File: src/rtl/color_freq_meter.sv
// Colour-sensor front end: steps the filter through red, green, blue, gates edge counts
// per channel and publishes one RGB frame. Define CLEAR_CHANNEL_EN to add a clear channel.
module color_freq_meter #(
  parameter int GATE_CYCLES   = 1000000,
  parameter int SETTLE_CYCLES = 1000,
  parameter int CNT_W         = 16
) (
  input  logic             clk,
  input  logic             rst,
  input  logic             run,
  input  logic             sensor_freq,
  output logic [1:0]       scale,
  output logic [1:0]       filter,
  output logic             enf,
  output logic [CNT_W-1:0] red_cnt,
  output logic [CNT_W-1:0] green_cnt,
  output logic [CNT_W-1:0] blue_cnt,
  output logic             frame_valid,
  output logic             sat
`ifdef CLEAR_CHANNEL_EN
  ,
  output logic [CNT_W-1:0] clear_cnt
`endif
);

  typedef enum logic [1:0] {IDLE, SETTLE, GATE, STORE} state_t;

  localparam logic [1:0] CH_RED   = 2'd0;
  localparam logic [1:0] CH_GREEN = 2'd1;
  localparam logic [1:0] CH_BLUE  = 2'd2;
`ifdef CLEAR_CHANNEL_EN
  localparam logic [1:0] CH_CLEAR = 2'd3;
  localparam logic [1:0] CH_LAST  = CH_CLEAR;
`else
  localparam logic [1:0] CH_LAST  = CH_BLUE;
`endif

  localparam int TMAX = (GATE_CYCLES > SETTLE_CYCLES) ? GATE_CYCLES : SETTLE_CYCLES;
  localparam int TW   = $clog2(TMAX + 1);
  localparam logic [TW-1:0]    SETTLE_END = TW'(SETTLE_CYCLES - 1);
  localparam logic [TW-1:0]    GATE_END   = TW'(GATE_CYCLES - 1);
  localparam logic [CNT_W-1:0] CNT_MAX    = '1;

  state_t           state;
  logic [1:0]       ch;
  logic [1:0]       ch_next;
  logic [TW-1:0]    timer;
  logic [CNT_W-1:0] work;
  logic             work_sat;
  logic [CNT_W-1:0] sh_red;
  logic [CNT_W-1:0] sh_green;
  logic             sat_red;
  logic             sat_green;
`ifdef CLEAR_CHANNEL_EN
  logic [CNT_W-1:0] sh_blue;
  logic             sat_blue;
`endif

  logic sync1;
  logic sync2;
  logic prev;
  logic edge_det;

  assign scale = 2'b11;

  function automatic logic [1:0] filter_code(input logic [1:0] c);
    case (c)
      CH_RED:   return 2'b00;
      CH_GREEN: return 2'b11;
      CH_BLUE:  return 2'b01;
      default:  return 2'b10;
    endcase
  endfunction

  // Two-flop synchroniser plus a previous-value register for rising-edge detection.
  always_ff @(posedge clk or posedge rst) begin
    if (rst) begin
      sync1 <= 1'b0;
      sync2 <= 1'b0;
      prev  <= 1'b0;
    end else begin
      sync1 <= sensor_freq;
      sync2 <= sync1;
      prev  <= sync2;
    end
  end

  assign edge_det = sync2 & ~prev;
  assign ch_next  = (ch == CH_LAST) ? CH_RED : ch + 2'd1;

  always_ff @(posedge clk or posedge rst) begin
    if (rst) begin
      state       <= IDLE;
      ch          <= CH_RED;
      timer       <= '0;
      work        <= '0;
      work_sat    <= 1'b0;
      sh_red      <= '0;
      sh_green    <= '0;
      sat_red     <= 1'b0;
      sat_green   <= 1'b0;
`ifdef CLEAR_CHANNEL_EN
      sh_blue     <= '0;
      sat_blue    <= 1'b0;
      clear_cnt   <= '0;
`endif
      filter      <= 2'b00;
      enf         <= 1'b0;
      red_cnt     <= '0;
      green_cnt   <= '0;
      blue_cnt    <= '0;
      sat         <= 1'b0;
      frame_valid <= 1'b0;
    end else begin
      frame_valid <= 1'b0;
      if (state == IDLE) begin
        ch     <= CH_RED;
        filter <= 2'b00;
        enf    <= 1'b0;
        if (run) begin
          state    <= SETTLE;
          enf      <= 1'b1;
          timer    <= '0;
          work     <= '0;
          work_sat <= 1'b0;
        end
      end else if (!run) begin
        // Abort: partial frame is dropped, published outputs keep their values.
        state  <= IDLE;
        ch     <= CH_RED;
        filter <= 2'b00;
        enf    <= 1'b0;
      end else begin
        case (state)
          SETTLE: begin
            if (timer == SETTLE_END) begin
              state <= GATE;
              timer <= '0;
            end else begin
              timer <= timer + TW'(1);
            end
          end
          GATE: begin
            if (edge_det) begin
              if (work == CNT_MAX) work_sat <= 1'b1;
              else                 work     <= work + CNT_W'(1);
            end
            if (timer == GATE_END) begin
              state <= STORE;
              timer <= '0;
            end else begin
              timer <= timer + TW'(1);
            end
          end
          STORE: begin
            // The last channel publishes straight from the working counter, in the
            // same edge that loads every output, so the frame never updates piecemeal.
            if (ch == CH_LAST) begin
              red_cnt     <= sh_red;
              green_cnt   <= sh_green;
`ifdef CLEAR_CHANNEL_EN
              blue_cnt    <= sh_blue;
              clear_cnt   <= work;
              sat         <= sat_red | sat_green | sat_blue | work_sat;
`else
              blue_cnt    <= work;
              sat         <= sat_red | sat_green | work_sat;
`endif
              frame_valid <= 1'b1;
            end else begin
              case (ch)
                CH_RED: begin
                  sh_red  <= work;
                  sat_red <= work_sat;
                end
                CH_GREEN: begin
                  sh_green  <= work;
                  sat_green <= work_sat;
                end
`ifdef CLEAR_CHANNEL_EN
                CH_BLUE: begin
                  sh_blue  <= work;
                  sat_blue <= work_sat;
                end
`endif
                default: ;
              endcase
            end
            ch       <= ch_next;
            filter   <= filter_code(ch_next);
            state    <= SETTLE;
            timer    <= '0;
            work     <= '0;
            work_sat <= 1'b0;
          end
          default: state <= IDLE;
        endcase
      end
    end
  end

endmodule

File: config.mk
export PLATFORM = sky130hd
export DESIGN_NAME = color_freq_meter
export DESIGN_NICKNAME = d
export VERILOG_FILES = /design/src/rtl/color_freq_meter.sv
export SDC_FILE = /design/constraint.sdc
export NUM_CORES = 1
export LEC_CHECK = 0
export CAP_MARGIN = 0
export CORE_MARGIN = 2
export CORE_UTILIZATION = 35
export DETAILED_ROUTE_END_ITERATION = 8
export PLACE_DENSITY = 0.52
export SLEW_MARGIN = 20
export SYNTH_ARGS = -nofsm -noshare
export SYNTH_HDL_FRONTEND = slang
export SYNTH_SLANG_ARGS = --single-unit
File: constraint.sdc
create_clock -name clk -period 8.55 [get_ports clk]
set_clock_uncertainty 0.2 [all_clocks]
set_input_delay 0.855 -clock clk [delete_from_list [all_inputs] [get_ports clk]]
set_output_delay 0.855 -clock clk [all_outputs]
set_load 0.01 [all_outputs]
# After elaboration in Yosys (flattened, before gate mapping)
# Cells that the tools add are included.
# totals
register_bits,131
wordCells,97
# classes
bitwise_logic,6
muxes,39
eq_ne,18
add_sub_neg,3
reduce_logical,12
# ops
operator,n
20-bit 2-to-1 mux,5
16-bit 2-to-1 mux,5
20-bit one-hot mux with 3 select lines,1
16-bit one-hot mux with 2 select lines,1
2-bit 2-to-1 mux,12
"20-bit by 1-bit adder with 20-bit output, second input constant",1
"20-bit by 10-bit equality test with 1-bit output, second input constant",1
"20-bit equality test, second input constant",1
"16-bit by 1-bit adder with 16-bit output, second input constant",1
"16-bit equality test, second input constant",1
1-bit 2-to-1 mux,12
2-bit one-hot mux with 3 select lines,2
4-bit AND reduction,3
5-bit AND reduction,2
"3-bit inequality test, second input constant",3
"2-bit equality test, second input constant",4
"4-bit inequality test, second input constant",2
"2-bit by 1-bit equality test with 1-bit output, second input constant",3
2-bit zero test,3
4-bit nonzero test,1
"3-bit by 1-bit inequality test with 1-bit output, second input constant",1
1-bit NOT,3
3-bit AND reduction,1
3-bit nonzero test,1
other kinds (7),8

# Depth between registers and ports, before layout
# Gate-level depths: netlist of run 1.
# depth
depth_word,7
mapped_depth,10
ltp_nobuf,7

# Least setup slack after synthesis of run 1
# OpenSTA, ideal clock, no wires.
# synth_timing
path_kind,input-to-reg
from,in run
to,reg sat_red
required_ns,8.225
slack_ns,5.895
stages,6
n_path_buf,2
t_arrival_ns,2.330
path_cell_list,buf_2 nor2b_1 nand2_1 nor3_2 buf_2 mux2_2
# synth_between
elab_chain_cells,1
# synth_rtl
element,line,rtl
"start, declared",10,"input logic run,"
5-bit AND reduction (no line),n/a,
"end signal, assigned",174,sat_red <= work_sat;
"end, declared",52,logic sat_red;
# No other way between the ends.
# A chain may end at the register's enable or synchronous reset.

# Final worst setup path of run 1
# layout_timing
from,in run
to,reg timer[17]
# layout_between
elab_chain_cells,1
# layout_rtl
element,line,rtl
2-bit AND reduction (no line),n/a,
"end signal, assigned",140,timer <= timer + TW'(1);
"end signal, assigned",152,timer <= timer + TW'(1);
"end, declared",47,logic [TW-1:0] timer;
# No other way between the ends.

==> results.yml, run 1 <==
clocking:
  clkSlewWorstSetupHoldPaths_ns: 0.05
  cts_buffers: 17
  cts_setup_buffers: 0
  holdBufCountCts: 0
  cts_resized: 0
  cts_max_path_buffers: 2
  insertion_delay_ns: 0.41
  cts.sinks: 130
  cts_tree: "built"
  htreeDepth: 4
  root_buffer: "clkbuf_16"
floorplanning:
  core_mm2: 0.0164
  fp-row-count: 47
  die_h_um: 133
  initial_utilization_pct: 35.4
  die_w_um: 133
  io_pins: 59
  die-area_mm2: 0.0176
yosys:
  avgSynthCellArea_um2: 11.9
  synth.cell_area_mm2: 0.00581
  synthDistinctLibCells: 52
  ys_seq_area_share_pct: 56.0
  synth_edf_count: 0
  ys.flop_type: "dfrtp_1"
  ys_top_cells_by_area: "dfrtp_1 56%, mux2_2 15%, nand2_1 2.5%"
  syn_inst: 489
  synth_warnings: 0
  synth_top_area_share_pct: 56.0
  async_flop_share_pct: 100
  ys_ff_latch: 130
  yosysTopAreaCell: "dfrtp_1"
global_routing:
  grt_pass1_vias: 3981
  track_usage_pct: 14.9
  grt_max_degree: 85
  gr-total-overflow: 0
  grt_pass1_wl_um: 20600
  grt_antenna_before_repair: 0
detailed_routing:
  ant_nets: 0
  wire_per_inst_um: 15.9
  drc_errors: 0
  viasPerCell: 5.17
  vias: 3987
  wl_um: 12200
  drtIter0Drc: 200
  dr.pass1.iters: 4
sta:
  slew_violations: 0
  max_freq_mhz: 298
  rsz0062_at_grt: "no"
  final_hold_viol_count: 0
  slew_headroom_pct: 46.1
  setup_viol: 0
  whs_ns: 0.149
  worstMarginPinSlew_ns: 0.808
  period_needed_ns: 3.36
  post-route-period-util_pct: 39.3
  tns_ns: 0
finish:
  layout_commonest_cell: "dfrtp_1"
  most-common-layout-cells: "130 x dfrtp_1, 79 x mux2_2, 56 x clkdlybuf4s50_1"
  syn_to_final_growth_pct: 22.0
  fin_nets: 550
  fin_util_pct: 43.2
  insertedDiodeCount: 0
  layout-drive-gt1-share_pct: 22.5
place:
  place.gp.congestion: 0.807
  io_buffers: 56
  dp_hpwl_um: 8080
min_path:
  hold_class: "flip-flop to flip-flop"
power:
  power.density_mw_per_mm2: 256
  peakVddDrop_mv: 0.147
  leakage_nw: 3.15
critical_path:
  critical_path_class: "primary input to flip-flop"
  cp-start-kind: "primary input"
  cp.required_ns: 8.60
  worst_ep_arrival_time_ns: 3.41
  cp_max_fo: 21
  critPathCaptureType: "flip-flop"
run_status:
  outcome: "completed"
run:
  maxCapViolations: 0
-- layer usage --
layer  vias to the layer above  global-route usage [%]  share of wire, %
met1                      2024                    18.7                45
met5                         -                       0                 0
met2                        72                    24.4                50
li1                       1875                       -                 -
met4                         0                    5.79               1.6
met3                        16                    4.18               3.4
-- path summary, 6_finish.rpt --
check,slack [ns],from,cells after the start,to
setup / recovery,5.19,run,6,timer[17]
hold / removal,0.15,sync1,0,sync2
setup reg to reg,5.33,state[0],7,timer[17]
hold reg to reg,0.15,sync1,0,sync2
max in group asynchronous,6.27,rst,3,sh_green[0]
min in group asynchronous,0.77,rst,2,sync1
-- flip-flops by register name (all words and copies together) (netlist names) --
signal / flops
timer: 20
blue_cnt: 16
green_cnt: 16
red_cnt: 16
sh_green: 16
sh_red: 16
work: 16
ch: 2
state: 2
enf: 1
filter: 1
frame_valid: 1
prev: 1
sat: 1
sat_green: 1
sat_red: 1
sync1: 1
sync2: 1
work_sat: 1
-- synth_stat cells (3+ instances only) --
library cell	n
a21oi_1	18
and2_1	4
buf_2	10
buf_4	6
clkbuf_1	13
dfrtp_1	130
ha_1	7
inv_1	15
mux2_2	79
nand2_1	38
nand2b_1	4
nand3_1	21
nand4_1	12
nor2_1	14
nor3_1	14
nor4_1	7
o211ai_1	3
o21ai_0	28
o311ai_1	3
o31ai_1	8
or4_1	5
xnor2_1	12
-- worst max-delay path: stages --
cell             delay [ns]
clkdlybuf4s50_1        0.69
o41a_1                 0.76
nand4_1                0.45
nor4_1                 0.43
xnor2_1                0.16
a21oi_1                0.06
-- where the power goes --
group          total, mW  switching (mW)  internal, mW
Sequential         0.781          0.0928         0.688
Combinational      0.361           0.227         0.134
Clock              0.675           0.255         0.419
-- area by class of cell --
type	instances	area, µm²
fillers	1508	9320
flip-flops and latches	130	3250
multi-input cells	314	2340
repair buffers	61	602
clock buffers	22	474
well taps	220	275
clock inverters	9	81.3
inverters	15	61.3
-- through the flow --
| step | worst slack [ns] | instance area [µm²] | std cells | power, mW |
|---|---|---|---|---|
| 4_1_cts | 5.21 | 7070 | 770 | 1.84 |
| 6_report | 5.19 | 7090 | 771 | 1.82 |
| 2_1_floorplan | 4.03 | 5810 | 490 | 1.06 |
| 3_3_place_gp | 4.84 | 6520 | 739 | 1.15 |
| 5_1_grt | 5.03 | 7090 | 771 | 1.93 |
| 3_5_place_dp | 4.77 | 6520 | 739 | 1.15 |
-- cell families after synthesis --
family	synth area share, %
fa+ha+maj	1.51
mux	15.5
other cells	0.0645
simple gates	13.1
flops	56.0
compound gates	8.23
buf+inv	3.83
xor+xnor	1.81
No activity file was read; power rests on OpenSTA's default activity.
==> run 2: changes to the inputs <==
- PLACE_DENSITY: 0.52 -> 0.53
- clock period: 8.55 -> 2.9 ns (I/O delays scaled with it)
==> run 2 against run 1 <==
  * Critical path depth grew 1
  * Largest cell class unchanged
  * Largest power group unchanged
  * Count of clock-buffer cells in the layout fell by 2
  * Sequential share of layout area down 1.3 points
  * Utilization grew 1.3 points
  * Final cell count grew 2.1%
==> results.yml, run 2 (synthesized netlist as in run 1, its figures left out) <==
run_status:
  outcome: "completed"
clocking:
  cts_tree: "built"
  holdBufCountCts: 0
  clkSlewWorstSetupHoldPaths_ns: 0.06
  htreeDepth: 4
  root_buffer: "clkbuf_16"
  cts_max_path_buffers: 2
  insertion_delay_ns: 0.42
  cts_buffers: 17
  cts_setup_buffers: 0
  cts.sinks: 130
finish:
  multiInputGateArea_mm2: 0.00234
  largest_reg_flops: 20
  seq_area_mm2: 0.00325
  final_area_mm2: 0.00730
  layout_commonest_cell: "dfrtp_1"
  fin_nets: 565
  most-common-layout-cells: "130 x dfrtp_1, 79 x mux2_2, 56 x clkdlybuf4s50_1"
  fillerInstances: 1535
  fin_util_pct: 44.5
  top_register: "timer"
  insertedDiodeCount: 0
  layout-drive-gt1-share_pct: 25.2
  syn_to_final_growth_pct: 25.6
place:
  dp_hpwl_um: 8500
  place.gp.congestion: 0.831
  placed_cell_area_mm2: 0.00670
  io_buffers: 56
critical_path:
  critPathCaptureType: "flip-flop"
  cp.required_ns: 2.99
  worst_ep_arrival_time_ns: 2.84
  critical_path_class: "flip-flop to flip-flop"
  cp_max_fo: 17
  timing.rr.start: "state[0]"
  cp-start-kind: "flip-flop"
  startpoint: "state[0]"
detailed_routing:
  drtIter0Drc: 158
  dr.pass1.iters: 4
  drc_errors: 0
  viasPerCell: 5.12
  wl_um: 12500
  vias: 4026
  ant_nets: 0
  wire_per_inst_um: 15.9
run:
  maxCapViolations: 0
sta:
  final_hold_viol_count: 0
  tns_ns: 0
  post-route-period-util_pct: 94.8
  rsz0062_at_grt: "no"
  slew_headroom_pct: 58.5
  whs_ns: 0.107
  max_freq_mhz: 364
  period_needed_ns: 2.75
  slew_violations: 0
  setup_viol: 0
  worstMarginPinSlew_ns: 0.621
min_path:
  hold_class: "primary input to async pin"
global_routing:
  gr-total-overflow: 0
  grt_busiest_layer: "met2"
  use_met3_pct: 3.87
  grt_pass1_wl_um: 21100
  grt_antenna_before_repair: 0
  grt_max_degree: 54
  track_usage_pct: 15.2
  grtUsageMet2_pct: 25.2
  grt_util_met1_pct: 18.9
  grt_pass1_vias: 4050
power:
  clkPwrFrac_pct: 37.9
  switchingPower_mw: 1.75
  power.density_mw_per_mm2: 766
  leakage_nw: 3.25
  p_sw_share_pct: 31.3
  comb_power_share_pct: 21.7
  p_seq_share_pct: 40.4
  peakVddDrop_mv: 0.455
  internal_power_mw: 3.84
floorplanning:
  io_pins: 59
  die_h_um: 133
  die-area_mm2: 0.0176
  fp-row-count: 47
  initial_utilization_pct: 35.4
  core_mm2: 0.0164
  die_w_um: 133
run 2: changes by cell type in the layout (fill, tap and decap cells not counted), sizes merged:
cell | before | now
buf | 5 | 20
bufinv | 1 | 2
clkbuf | 22 | 20
clkinv | 4 | 3
clkinvlp | 3 | 6
run 2: worst paths after layout:
| kind | end | slack (ns) | cells after the start |
|---|---|---|---|
| worst min-delay path | timer[2] | 0.11 | 2 |
| max in group asynchronous | sh_red[4] | 1.78 | 3 |
| worst max register to register | work[5] | 0.15 | 7 |
| min in group clk | sync1 | 0.12 | 1 |
| worst max-delay path | work[5] | 0.15 | 7 |
| worst min register to register | sync2 | 0.16 | 0 |
run 2: final cells by class:
class                           count  area share [%]
Inverter                           15           0.823
Clock inverter                     12            1.78
Tap cell                          220            3.77
Timing Repair Buffer               76            10.6
Clock buffer                       20            6.39
Sequential cell                   130            44.6
Multi-Input combinational cell    314            32.1
run 2: timing repair:
action,CTS,global route
endpoints found under the setup margin,0,6
endpoints found under the hold margin,0,0
gates resized for setup,0,1
run 2: power groups by stage:
stage	combinational (mW)	clock, mW	sequential (mW)
2_1_floorplan	0.914	0	2.22
3_3_place_gp	1.19	0	2.28
3_5_place_dp	1.21	0	2.29
4_1_cts	1.22	2.18	2.26
5_1_grt	1.35	2.26	2.29
6_report	1.21	2.12	2.26
run 2: critical path: stages, from the launching register on:
cell	delay, ns
dfrtp_1	0.45
inv_1	0.11
ha_1	0.28
nor2b_4	0.17
a221o_1	0.36
a41o_1	0.39
or2_4	0.35
o41ai_1	0.30
run 2: metrics by stage:
stage	total power [mW]	std cells	setup slack, ns
after global routing	5.91	787	0.0209
after CTS	5.66	787	0.0826
after detailed placement	3.51	755	0.0882
after global placement	3.47	755	0.212
final	5.59	787	0.150
after floorplan	3.13	490	0.414
run 2: metal layers:
| layer | part of all wire (%) | vias up | routed length (µm) |
|---|---|---|---|
| met4 | 1.5 | 0 | 182 |
| met2 | 51 | 82 | 6380 |
| met5 | 0 | - | 0 |
| met1 | 44 | 2033 | 5540 |
| li1 | - | 1896 | - |
| met3 | 3.2 | 15 | 403 |
==> RTL change 1, RTL diff (flow settings as in run 2) <==
Reset style: synchronous (`rst`), changed in 2 clocked blocks.
--- a/src/rtl/color_freq_meter.sv
+++ b/src/rtl/color_freq_meter.sv
@@ -74,5 +74,5 @@
 
   // Two-flop synchroniser plus a previous-value register for rising-edge detection.
-  always_ff @(posedge clk or posedge rst) begin
+  always_ff @(posedge clk) begin
     if (rst) begin
       sync1 <= 1'b0;
@@ -89,5 +89,5 @@
   assign ch_next  = (ch == CH_LAST) ? CH_RED : ch + 2'd1;
 
-  always_ff @(posedge clk or posedge rst) begin
+  always_ff @(posedge clk) begin
     if (rst) begin
       state       <= IDLE;
Check against the original RTL: differs if rst is asserted again (counterexample within 4 cycles, from zero or initial values and one cycle with rst high); with rst held inactive, the same outputs for 4 cycles.
==> RTL change 1 against run 2 <==
Wire length increased by 13%; worst setup slack improved by 0.16 ns; cell area decreased by 3.5%; first-iteration DRC count increased by 92%; sequential cell count unchanged; synthesized area decreased by 2.4%; worst hold slack improved by 0.12 ns; synthesized cell count increased by 43%.
Power is not compared: it rests on default switching activity, and its combinational part moved more than twofold at a synthesized area within 25%.
==> RTL change 1: results (changes against run 2) <==
outcome: "finished clean"
cts_made_buffers: 17  # unchanged
ys_top_cells_by_area: "dfxtp_1 46%, nand2_1 12%, a21oi_1 7.8%"
layout-drive-gt1-share_pct: 9.03  # -16 points
insertedDiodeCount: 0  # unchanged
synth_ff_type: "dfxtp_1"
numnets_final: 762  # +35%
finalWirelength_mm: 14.1  # +13%
postSynth.asyncResetShare_pct: 0  # -100 points
yosys-top-cells-count: "174 x nand2_1, 130 x dfxtp_1, 88 x a21oi_1, 46 x nor2_1, 30 x clkbuf_1"
power.ir.vdd_worst_uv: 422
worstPathArrival_ns: 2.74  # -0.10 ns
place_congestion: 0.803  # -3.3%
clock_latency_ns: 0.42  # about the same
clkSlewWorstSetupHoldPaths_ns: 0.06  # about the same
hp-class: "input port to flop"
clockBufferDepth: 2  # unchanged
post_cts.resized_instances: 0  # unchanged
grt_use_total_pct: 16.6  # +1.5 points
drt_first_pass_iters: 7  # +3
place_area_um2: 6430  # -4.0%
synth.yosys.seq_area_share_pct: 45.9  # -10 points
synthDistinctLibCells: 61  # +17%
filler_cell_count: 1587  # +3.4%
first_global_vias: 4761  # +18%
worstPathMaxFanout: 14  # -3
worst_pin_slew_ns: 1.08  # +0.461 ns
grt_first_pass_wirelength_mm: 23.6  # +12%
routed_via_density: 5.05  # -1.2%
detail_route.iter0.violations: 303  # +92%
dp_hpwl_mm: 9.26  # +9.0%
grt_max_degree: 105  # +94%
[RTL change 1: worst max-delay path, cell delays in order, from the launching register on]
cell and delay, ns:
dfxtp_1 0.41, inv_1 0.09, ha_1 0.32, nand2b_1 0.24, nor3_1 0.47, a21o_1 0.46, o21ai_0 0.16, a21oi_1 0.16
[RTL change 1: cell families after synthesis]
group,share of synthesized area (%)
mux,3.35
other cells,0.0661
simple gates,26.5
flops,45.9
compound gates,16.8
xor+xnor,0.618
buf+inv,5.21
fa+ha+maj,1.54
[RTL change 1: area by class of cell]
type / count / area (um^2) / share of cell area (%)
Clock buffer: 18 / 439 / 6.23
Sequential cell: 130 / 2600 / 36.9
Tap cell: 216 / 270 / 3.83
Timing Repair Buffer: 79 / 746 / 10.6
Multi-Input combinational cell: 511 / 2790 / 39.6
Inverter: 12 / 45.0 / 0.639
Clock inverter: 14 / 154 / 2.18
[RTL change 1: through the flow]
stage | setup slack (ns) | std cells | hold WS, ns
after detailed placement | 0.196 | 947 | 0.223
final | 0.306 | 980 | 0.231
after global routing | 0.0217 | 980 | 0.230
after global placement | 0.265 | 947 | 0.226
after CTS | 0.303 | 980 | 0.217
after floorplan | 0.568 | 702 | 0.214
[RTL change 1: worst paths after layout]
check	start	depth (start not counted)	slack [ns]	endpoint
worst min-delay path	sensor_freq	2	0.23	sync1
worst min register to register	sync1	1	0.24	sync2
worst max register to register	state[0]	7	0.31	work[5]
worst max-delay path	state[0]	7	0.31	work[5]
[RTL change 1: power by group]
| group | total, mW | internal (mW) | switching, mW |
|---|---|---|---|
| combinational | 0.236 | 0.0817 | 0.154 |
| clock | 2.12 | 1.30 | 0.826 |
| sequential | 1.82 | 1.80 | 0.0185 |
| total | 4.18 | 3.18 | 0.999 |
[RTL change 1: repair_timing]
item	4_1_cts	5_1_grt
hold buffers	1	0
setup endpoints to repair	0	0
hold endpoints to repair	1	0
[RTL change 1: layer usage]
metal | vias up | track usage (%) | share of wire (%)
li1 | 2536 | - | -
met1 | 2308 | 21.7 | 49
met2 | 96 | 26.5 | 45
met3 | 12 | 4.55 | 4.3
met5 | - | 0 | 0
met4 | 0 | 5.74 | 1.1
==> RTL change 2, RTL diff (config.mk and constraints of run 2) <==
Made on the original files. Add a define of `CLEAR_CHANNEL_EN`.
--- a/src/rtl/color_freq_meter.sv
+++ b/src/rtl/color_freq_meter.sv
@@ -1,4 +1,6 @@
 // Colour-sensor front end: steps the filter through red, green, blue, gates edge counts
 // per channel and publishes one RGB frame. Define CLEAR_CHANNEL_EN to add a clear channel.
+`define CLEAR_CHANNEL_EN
+
 module color_freq_meter #(
   parameter int GATE_CYCLES   = 1000000,
Check against the original RTL (old outputs only; new: clear_cnt): no difference found for any inputs over 4 cycles, from zero or initial values and one cycle with rst high; that may be too few to reach the edited logic, so the function may still have changed.
==> RTL change 2 against run 2 <==
Synthesized area is 21% higher; sequential share of layout area is 1.5 points higher; count of clock-buffer cells in the layout is 1 higher; worst setup slack better by 0.065 ns; sequential cell count is 33 higher; critical path depth stayed put; first-iteration DRC count is 15% higher; cell area is 21% higher; power is 7.2% higher; wire length is 16% higher; critical endpoint is now work[2].
==> RTL change 2: results (changes against run 2) <==
dp_hpwl_mm: 10.1  # +19%
grt_use_total_pct: 14.4  # -0.73 points
cts_hold_repair.buffers: 1  # +1
cts_post_setup_buffers_inserted: 0  # unchanged
cts-htree-levels: 4  # unchanged
cts_made_buffers: 17  # unchanged
place_area_um2: 8170  # +22%
timing.reg2reg.worst_path_depth: 7  # unchanged
worstPathArrival_ns: 2.77  # -0.07 ns
wl_met2_mm: 6.99  # +9.4%
outcome: "finished clean"
largest-register: "timer"
ctsRootBufferMaster: "clkbuf_16"
clkSlewWorstSetupHoldPaths_ns: 0.07
worstPathMaxFanout: 15  # -2
hp-class: "input port to flop"
grt_max_degree: 68  # +26%
place_congestion: 0.790  # -4.9%
yosysWarningCount: 0  # unchanged
postSynth.asyncResetShare_pct: 100  # unchanged
numnets_final: 645  # +14%
power_switching_share_pct: 27.0  # -4.3 points
total_leakage_power_nw: 4.13  # +27%
yosys-top-cells-count: "163 x dfrtp_1, 115 x mux2_2, 38 x nor2_1, 29 x nand2_1, 24 x nand3_1"
ys_top_cells_by_area: "dfrtp_1 58%, mux2_2 18%, nor2_1 2.0%"
synth.yosys.seq_area_share_pct: 58.1  # +2.1 points
wire_per_inst_um: 16.0  # +0.59%
drt_first_pass_iters: 4  # unchanged
synthDistinctLibCells: 56  # +7.7%
clock_latency_ns: 0.42  # about the same
worst_pin_slew_ns: 0.812  # +0.191 ns
detail_route.iter0.violations: 182  # +15%
top_layer: "met4"
drt-met1-wl_mm: 6.83  # +23%
largest_register_ff_count: 20  # unchanged
first_global_vias: 4620  # +14%
vias: 4465  # +11%
clockBufferDepth: 2  # unchanged
met3WireLength_um: 485  # +20%
layout-drive-gt1-share_pct: 28.0  # +2.8 points
antenna_violations_before_repair: 0  # unchanged
port-buffer-count: 72  # +29%
grt_first_pass_wirelength_mm: 24.5  # +16%
insertedDiodeCount: 0  # unchanged
holdPathStages: 1
post_cts.resized_instances: 0  # unchanged
power.ir.vdd_worst_uv: 435  # -4.3%
-- RTL change 2: cell count changes in the layout (fill, tap and decap cells not counted), moves of 4 or more --
cell / delta
o31ai_1: -4
xor2_1: +9
ha_1: +4
nand2_1: -9
o21ai_0: -11
inv_1: -4
a21oi_1: -14
nor2_1: +24
nor3_1: -5
clkdlybuf4s50_1: +16
nand4_1: -6
dfrtp_1: +33
mux2_2: +36
-- RTL change 2: path summary, 6_finish.rpt --
check	endpoint	start	slack, ns
max in group asynchronous	sh_blue[3]	rst	1.28
min reg2reg	sync2	sync1	0.15
max reg2reg	work[2]	state[0]	0.22
min	sync1	sensor_freq	0.10
min in group asynchronous	sh_red[11]	rst	0.56
max	work[2]	state[0]	0.22
-- RTL change 2: cell families (layout without fill, tap and decap cells) --
| logic type | Yosys count | count (layout) | share of synthesized area, % |
|---|---|---|---|
| compound gates | 46 | 46 | 4.54 |
| xor+xnor | 21 | 21 | 2.62 |
| fa+ha+maj | 11 | 11 | 1.96 |
| buf+inv | 42 | 134 | 2.67 |
| flops | 163 | 163 | 58.1 |
| mux | 116 | 116 | 18.6 |
| other cells | 1 | 2 | 0.0534 |
| simple gates | 150 | 150 | 11.5 |
-- RTL change 2: stage by stage --
step,instances,worst slack (ns),total power [mW]
after floorplan,551,0.339,3.22
after global placement,875,0.436,3.47
after detailed placement,875,0.277,3.52
after CTS,908,0.240,6.06
after global routing,908,0.000193,6.28
final,908,0.215,5.99
-- RTL change 2: critical path: stages (launching register included) --
cell      delay (ns)
dfrtp_1         0.45
inv_1           0.15
ha_1            0.35
nand2b_1        0.18
o221ai_2        0.29
a41o_1          0.44
nand2b_1        0.34
o21ai_0         0.15
-- RTL change 2: final cells by class --
class | count | area (um^2)
flip-flops and latches | 163 | 4080
fillers | 1845 | 10700
well taps | 265 | 332
clock inverters | 11 | 196
inverters | 11 | 45.0
clock buffers | 21 | 480
repair buffers | 91 | 941
multi-input cells | 346 | 2780
-- RTL change 2: metal layers --
metal  up-vias  track usage (%)
li1       2114                -
met1      2256             19.3
met2        79             23.3
met3        16             3.13
met4         0             5.20
met5         -                0
-- RTL change 2: power by group through the flow --
stage	sequential, mW	combinational (mW)	clock [mW]
3_5_place_dp	2.62	0.894	0
2_1_floorplan	2.53	0.684	0
4_1_cts	2.58	0.898	2.59
6_report	2.58	0.891	2.52
3_3_place_gp	2.61	0.856	0
5_1_grt	2.60	1.01	2.67
